`src/rtl/sparse_write_stage.sv`:
```
// Sparse layer writer: drops zero activations from a dense stream and writes each
// nonzero as a (value, position) pair to the paired data/position memories, then
// closes the layer with a sentinel entry whose position is all ones.
module sparse_write_stage #(
   parameter int unsigned ADDR_W    = 16,
   parameter int unsigned ADDR_STEP = 4
) (
   input  logic              clk,
   input  logic              reset,
   input  logic              start,
   input  logic              in_valid,
   input  logic [31:0]       in_data,
   input  logic              in_last,
   output logic              in_rdy,
   input  logic              mem_wr_rdy,
   output logic              wren,
   output logic [ADDR_W-1:0] wraddr,
   output logic [31:0]       wrdata,
   output logic [31:0]       wrdataPosition,
   output logic [31:0]       nz_count,
   output logic              overflow,
   output logic              layer_done
);

   typedef enum logic [1:0] {StIdle, StRun, StTerm, StDone} state_e;

   localparam logic [ADDR_W-1:0] StepA    = ADDR_W'(ADDR_STEP);
   // Top slot of the address space is kept free for the sentinel.
   localparam logic [ADDR_W-1:0] LastSlot = {ADDR_W{1'b0}} - StepA;

   state_e            state_q, state_d;
   logic [ADDR_W-1:0] next_addr_q, next_addr_d;
   logic [31:0]       pos_q, pos_d;
   logic              sent_q, sent_d;   // sentinel loaded into the write buffer
   logic              wren_q, wren_d;
   logic [ADDR_W-1:0] wraddr_q, wraddr_d;
   logic [31:0]       wrdata_q, wrdata_d;
   logic [31:0]       wrpos_q, wrpos_d;
   logic [31:0]       nz_q, nz_d;
   logic              ovf_q, ovf_d;
   logic              done_q, done_d;

   logic buf_free;
   logic accept;

   // Write buffer can take a new entry when empty or draining this cycle.
   always_comb begin
      buf_free = !wren_q || mem_wr_rdy;
      in_rdy   = (state_q == StRun) && buf_free;
      accept   = in_valid && in_rdy;
   end

   // Next-state: layer sequencing, zero drop, write buffer loading and sentinel.
   always_comb begin
      state_d     = state_q;
      next_addr_d = next_addr_q;
      pos_d       = pos_q;
      sent_d      = sent_q;
      wren_d      = wren_q;
      wraddr_d    = wraddr_q;
      wrdata_d    = wrdata_q;
      wrpos_d     = wrpos_q;
      nz_d        = nz_q;
      ovf_d       = ovf_q;
      done_d      = done_q;

      if (wren_q && mem_wr_rdy) begin
         wren_d = 1'b0;
      end

      unique case (state_q)
         StIdle, StDone: begin
            if (start) begin
               state_d     = StRun;
               next_addr_d = '0;
               pos_d       = '0;
               nz_d        = '0;
               ovf_d       = 1'b0;
               done_d      = 1'b0;
               sent_d      = 1'b0;
            end
         end
         StRun: begin
            if (accept) begin
               pos_d = pos_q + 32'd1;
               if (in_data != 32'd0) begin
                  if (next_addr_q != LastSlot) begin
                     wren_d      = 1'b1;
                     wraddr_d    = next_addr_q;
                     wrdata_d    = in_data;
                     wrpos_d     = pos_q;
                     next_addr_d = next_addr_q + StepA;
                     nz_d        = nz_q + 32'd1;
                  end else begin
                     ovf_d = 1'b1;
                  end
               end
               if (in_last) begin
                  state_d = StTerm;
               end
            end
         end
         StTerm: begin
            if (!sent_q) begin
               if (buf_free) begin
                  wren_d   = 1'b1;
                  wraddr_d = next_addr_q;
                  wrdata_d = 32'd0;
                  wrpos_d  = 32'hFFFF_FFFF;
                  sent_d   = 1'b1;
               end
            end else if (mem_wr_rdy) begin
               // wren_q is necessarily set here; it clears via the drain above.
               state_d = StDone;
               sent_d  = 1'b0;
               done_d  = 1'b1;
            end
         end
         default: state_d = StIdle;
      endcase
   end

   // State and registered outputs, synchronous active-high reset.
   always_ff @(posedge clk) begin
      if (reset) begin
         state_q     <= StIdle;
         next_addr_q <= '0;
         pos_q       <= '0;
         sent_q      <= 1'b0;
         wren_q      <= 1'b0;
         wraddr_q    <= '0;
         wrdata_q    <= '0;
         wrpos_q     <= '0;
         nz_q        <= '0;
         ovf_q       <= 1'b0;
         done_q      <= 1'b0;
      end else begin
         state_q     <= state_d;
         next_addr_q <= next_addr_d;
         pos_q       <= pos_d;
         sent_q      <= sent_d;
         wren_q      <= wren_d;
         wraddr_q    <= wraddr_d;
         wrdata_q    <= wrdata_d;
         wrpos_q     <= wrpos_d;
         nz_q        <= nz_d;
         ovf_q       <= ovf_d;
         done_q      <= done_d;
      end
   end

   assign wren           = wren_q;
   assign wraddr         = wraddr_q;
   assign wrdata         = wrdata_q;
   assign wrdataPosition = wrpos_q;
   assign nz_count       = nz_q;
   assign overflow       = ovf_q;
   assign layer_done     = done_q;

endmodule
```
`config.mk`:
```
export PLATFORM = sky130hd
export DESIGN_NAME = sparse_write_stage
export DESIGN_NICKNAME = d
export VERILOG_FILES = /design/src/rtl/sparse_write_stage.sv
export SDC_FILE = /design/constraint.sdc
export NUM_CORES = 1
export LEC_CHECK = 0
export CAP_MARGIN = 25
export CORE_MARGIN = 2
export CORE_UTILIZATION = 40
export DETAILED_ROUTE_END_ITERATION = 6
export DONT_BUFFER_PORTS = 1
export GPL_ROUTABILITY_DRIVEN = 1
export PLACE_DENSITY = 0.62
export SLEW_MARGIN = 10
export SYNTH_ARGS = -nofsm -noshare
export SYNTH_HDL_FRONTEND = slang
export SYNTH_SLANG_ARGS = --single-unit
```
`constraint.sdc`:
```
create_clock -name clk -period 2.2 [get_ports clk]
set_input_delay 0.55 -clock clk [delete_from_list [all_inputs] [get_ports clk]]
set_output_delay 0.55 -clock clk [all_outputs]
set_load 0.05 [all_outputs]
```
==> implementation parameters <==
Parameter                              Value

GRT
  Via count of the first global-routing pass ... 5877
  Antenna violations before repair ... 0
  Overall global routing resource usage ... 0.190
  Overflow after GRT ... 0
  Largest net degree at the start of global routing ... 91
  Wire length of the first global-routing pass ... 30.3 mm

Clock network
  Longest Clk Path Bufs ... 2
  Clock tree root buffer cell ... sky130_fd_sc_hd__clkbuf_16
  CTS sink count ... 162
  H-Tree Level Count ... 4
  Clock slew at the register clock pins of the worst setup and hold paths ... 0.07 ns
  CTS tree ... done
  Total clock buffers created by CTS ... 17
  Clock latency at the later pin of the worst-skew pair ... 0.42 ns

Logic synthesis
  Fraction of the mapped netlist area in compound gates ... 0.152
  Ys Warns ... 0
  Synthesized instance count ... 843
  Seq cells post-synth ... roughly 160
  Proportion of synthesized area in mux cells ... 0.0222
  Mean post-synth cell area ... 8.54 um^2
  Synth Flop Type ... sky130_fd_sc_hd__dfxtp_1
  Number of enable flip-flop cells after synthesis ... 0
  Sequential share of the synthesized area ... 0.451
  Adder-Cell Fraction of Synth Area ... 0.00869
  Post-Synth XOR/XNOR Area ... 0.0316
  Number of distinct library cells after synthesis ... 56
  Main combinational cell family by area after synthesis ... simple AND/OR/NAND/NOR gates
  Post-synth ARST share ... 0
  Simple-gate share of the synthesized area ... 0.285
  Syn Std Cell Area ... 0.00720 mm^2

Min path
  Worst hold stages ... 1
  Hold WC Path Type ... in2reg

Timing
  Max frequency ... 0.481 GHz
  Worst Max-Slew Pin Slew ... ~0.63 ns
  Max-slew violation count ... 0
  Hold slack final ... 0.193 ns
  Slew HR ... 0.582
  Minimum clock period ... 2.08 ns
  Number of hold-slack violations in the final timing report ... 0
  Final critical-path share of the clock period ... 0.945
  Unrepaired setup endpoints after global routing ... no
  Setup-failing EPs final ... 0
  Clock tree skew after final layout ... roughly 0.010 ns

Run
  # Max-Cap Violations ... 0

Floorplan
  Horizontal extent of the die ... 138 um
  DIE HEIGHT ... 138 um
  Starting density of the core ... 0.405
  Number of top-level design ports ... 154
  Die area ... 0.0191 mm^2
  Core Box Area ... 0.0178 mm^2
  Cell row count ... approximately 50

Layout
  Number of filler cells placed in the layout ... 1739
  Final core utilization ... 0.486
  Final net count ... a little over 900
  Post-route insts no fill ... roughly 1.1k
  Final antenna diode count ... 0
  Post-synthesis to final-layout area growth ... 20.1%
  Final cell area excluding filler cells ... 0.00865 mm^2
  Share of cells above drive strength 1 ... 0.191

Setup path
  Number of buffer and inverter instances along the worst setup path ... 3
  Cell depth of the worst setup path ... 5
  CP required ... between 1.5 and 2 ns
  Kind of launch point of the worst setup path ... register
  Cell with the largest stage delay on the worst path ... sky130_fd_sc_hd__dfxtp_2
  Crit Path Max Fanout ... 6
  Kind of critical path ... reg2out
  Family of cells with the greatest summed delay on the critical path ... buffers and inverters
  Number of cells on the worst reg-to-reg path ... 8
  Cell mode on critical path ... sky130_fd_sc_hd__buf_4
  Cell chain of the critical path ... buf_4 -> ha_4 -> buf_4 -> and2_1 -> buf_4
  Delay of the slowest cell on the worst path ... approximately 0.32 ns
  CP Capture Type ... output pin
  Arrival time reported for the critical path endpoint ... 1.53 ns

Pwr
  Leak ... about 0.0029 uW
  Max IR drop VDD ... 0.853 mV
  Power per Cell Area ... 1420 mW/mm^2

Placed design
  PortBufs ... 0
  Placer congestion estimate ... 0.800
  Final HPWL from detailed placement ... between 10 and 15 mm
  Area of placed instances ... 0.00787 mm^2
  Inst Count DP ... about 1.1k

Route
  First-pass DRT Iterations ... 5
  Final routed wirelength across all metal layers ... approximately 18 mm
  Total via count in the routed design ... 6149
  Routed wirelength normalized by instance count ... between 15 and 20 um
  Via/cell ratio ... 5.46
  Count of antenna-violating nets left after detailed routing ... 0
  Number of DRC markers after the initial detailed-route iteration ... between 400 and 500
  Residual DRC ... 0

Status
  Outcome ... finished clean
[per-layer routing]
metal / up-vias / global-route usage / share of wire
li1: 3119 / - / -
met1: 2839 / 0.255 / 0.46
met2: 174 / 0.292 / 0.45
met3: 17 / 0.0627 / 0.076
met4: 0 / 0.0591 / 0.012
met5: - / 0 / 0
[timing repair]
item | CTS | global route
gates resized for setup | 7 | 24
setup buffers | 0 | 6
hold buffers | 0 | 0
pin swaps | 4 | 13
endpoints found under the setup margin | 43 | 73
gates cloned | 1 | 0
[worst register-to-register path, cell delays in order (launching register included)]
cell and delay (ns):
sky130_fd_sc_hd__dfxtp_2 0.33, sky130_fd_sc_hd__inv_2 0.04, sky130_fd_sc_hd__ha_4 0.28, sky130_fd_sc_hd__nor2b_4 0.17
sky130_fd_sc_hd__a31o_2 0.13, sky130_fd_sc_hd__nand2_1 0.14, sky130_fd_sc_hd__nor3_4 0.26, sky130_fd_sc_hd__or4bb_1 0.50
sky130_fd_sc_hd__a21oi_1 0.15
[state kept, by name, indices dropped and copies added, names as in the netlist]
signal          flops
state_q             2
wrdataPosition     32
wraddr             14
pos_q              32
sent_q              1
nz_count           32
overflow            1
next_addr_q        14
wren                1
layer_done          1
wrdata             32
[cell type report]
| type | count | area, um^2 | area share |
|---|---|---|---|
| multi-input cells | 605 | 3750 | 0.434 |
| flip-flops and latches | 162 | 3260 | 0.377 |
| repair buffers | 83 | 701 | 0.0810 |
| clock buffers | 18 | 429 | 0.0496 |
| well taps | 229 | 287 | 0.0331 |
| clock inverters | 14 | 168 | 0.0194 |
| inverters | 15 | 56.3 | 0.00651 |
[cell usage in the layout (no fill, tap or decap), types with 4 or more instances in the layout]
master	n
sky130_fd_sc_hd__o31ai_1	20
sky130_fd_sc_hd__inv_6	4
sky130_fd_sc_hd__buf_4	76
sky130_fd_sc_hd__dfxtp_1	150
sky130_fd_sc_hd__clkinv_4	4
sky130_fd_sc_hd__dfxtp_2	12
sky130_fd_sc_hd__a21oi_1	76
sky130_fd_sc_hd__nand3_1	56
sky130_fd_sc_hd__nand2_1	45
sky130_fd_sc_hd__nor4_1	15
sky130_fd_sc_hd__and4_1	5
sky130_fd_sc_hd__or4_1	18
sky130_fd_sc_hd__a211oi_1	26
sky130_fd_sc_hd__or4_4	7
sky130_fd_sc_hd__o21ai_0	21
sky130_fd_sc_hd__nor2_1	112
sky130_fd_sc_hd__a311oi_1	8
sky130_fd_sc_hd__or3_1	19
sky130_fd_sc_hd__nand2b_1	35
sky130_fd_sc_hd__or2_2	5
sky130_fd_sc_hd__buf_12	4
sky130_fd_sc_hd__nand4_1	11
sky130_fd_sc_hd__clkbuf_16	17
sky130_fd_sc_hd__mux2i_1	16
sky130_fd_sc_hd__xnor2_1	24
sky130_fd_sc_hd__nor3_1	8
sky130_fd_sc_hd__a21oi_2	5
sky130_fd_sc_hd__inv_1	13
sky130_fd_sc_hd__and3_1	11
[path summary, 6_finish.rpt]
kind,start,slack (ns),end
worst min-delay path,reset,0.19,wrdata[11]
worst max-delay path,state_q[0],0.12,in_rdy
worst min register to register,next_addr_q[7],0.49,next_addr_q[7]
worst max register to register,state_q[0],0.13,nz_count[16]
[cells in the mapped netlist (11+ instances only)]
master | n | area share
sky130_fd_sc_hd__dfxtp_1 | 162 | 0.45
sky130_fd_sc_hd__nor2_1 | 114 | 0.059
sky130_fd_sc_hd__a21oi_1 | 81 | 0.056
sky130_fd_sc_hd__nand3_1 | 57 | 0.040
sky130_fd_sc_hd__nand2_1 | 45 | 0.023
sky130_fd_sc_hd__clkbuf_1 | 42 | 0.022
sky130_fd_sc_hd__nand2b_1 | 35 | 0.030
sky130_fd_sc_hd__a211oi_1 | 26 | 0.027
sky130_fd_sc_hd__or4_1 | 24 | 0.025
sky130_fd_sc_hd__xnor2_1 | 24 | 0.029
sky130_fd_sc_hd__o21ai_0 | 21 | 0.015
sky130_fd_sc_hd__o31ai_1 | 20 | 0.021
sky130_fd_sc_hd__or3_1 | 19 | 0.017
sky130_fd_sc_hd__mux2i_1 | 16 | 0.022
sky130_fd_sc_hd__nor4_1 | 16 | 0.014
sky130_fd_sc_hd__inv_1 | 14 | 0.0073
sky130_fd_sc_hd__and3_1 | 11 | 0.0096
sky130_fd_sc_hd__nand4_1 | 11 | 0.0096
[kinds of logic (layout without fill, tap and decap cells)]
| family | after synthesis | in the layout |
|---|---|---|
| adders and majority gates | 5 | 5 |
| and+or+nand+nor | 378 | 378 |
| AOI/OAI and AO/OA | 178 | 178 |
| buffers and inverters | 77 | 130 |
| muxes | 16 | 16 |
| xor gates and xnor gates | 26 | 26 |
| DFF | 162 | 162 |
| other | 1 | 2 |
[where the power goes]
group	internal [uW]	switching [uW]
Clock	1710	1310
Combinational	1710	2390
Sequential	3410	1750
[through the flow]
stage	TNS, ns	power, uW	worst slack [ns]
detailed placement	-8.79	9000	-0.124
CTS	0	12300	0.00413
global route	0	13000	0.00411
floorplan	0	7950	0.00855
finish	0	12300	0.121
global placement	-8.82	8940	-0.163
Note: power is estimated with default switching activity, not from simulation.
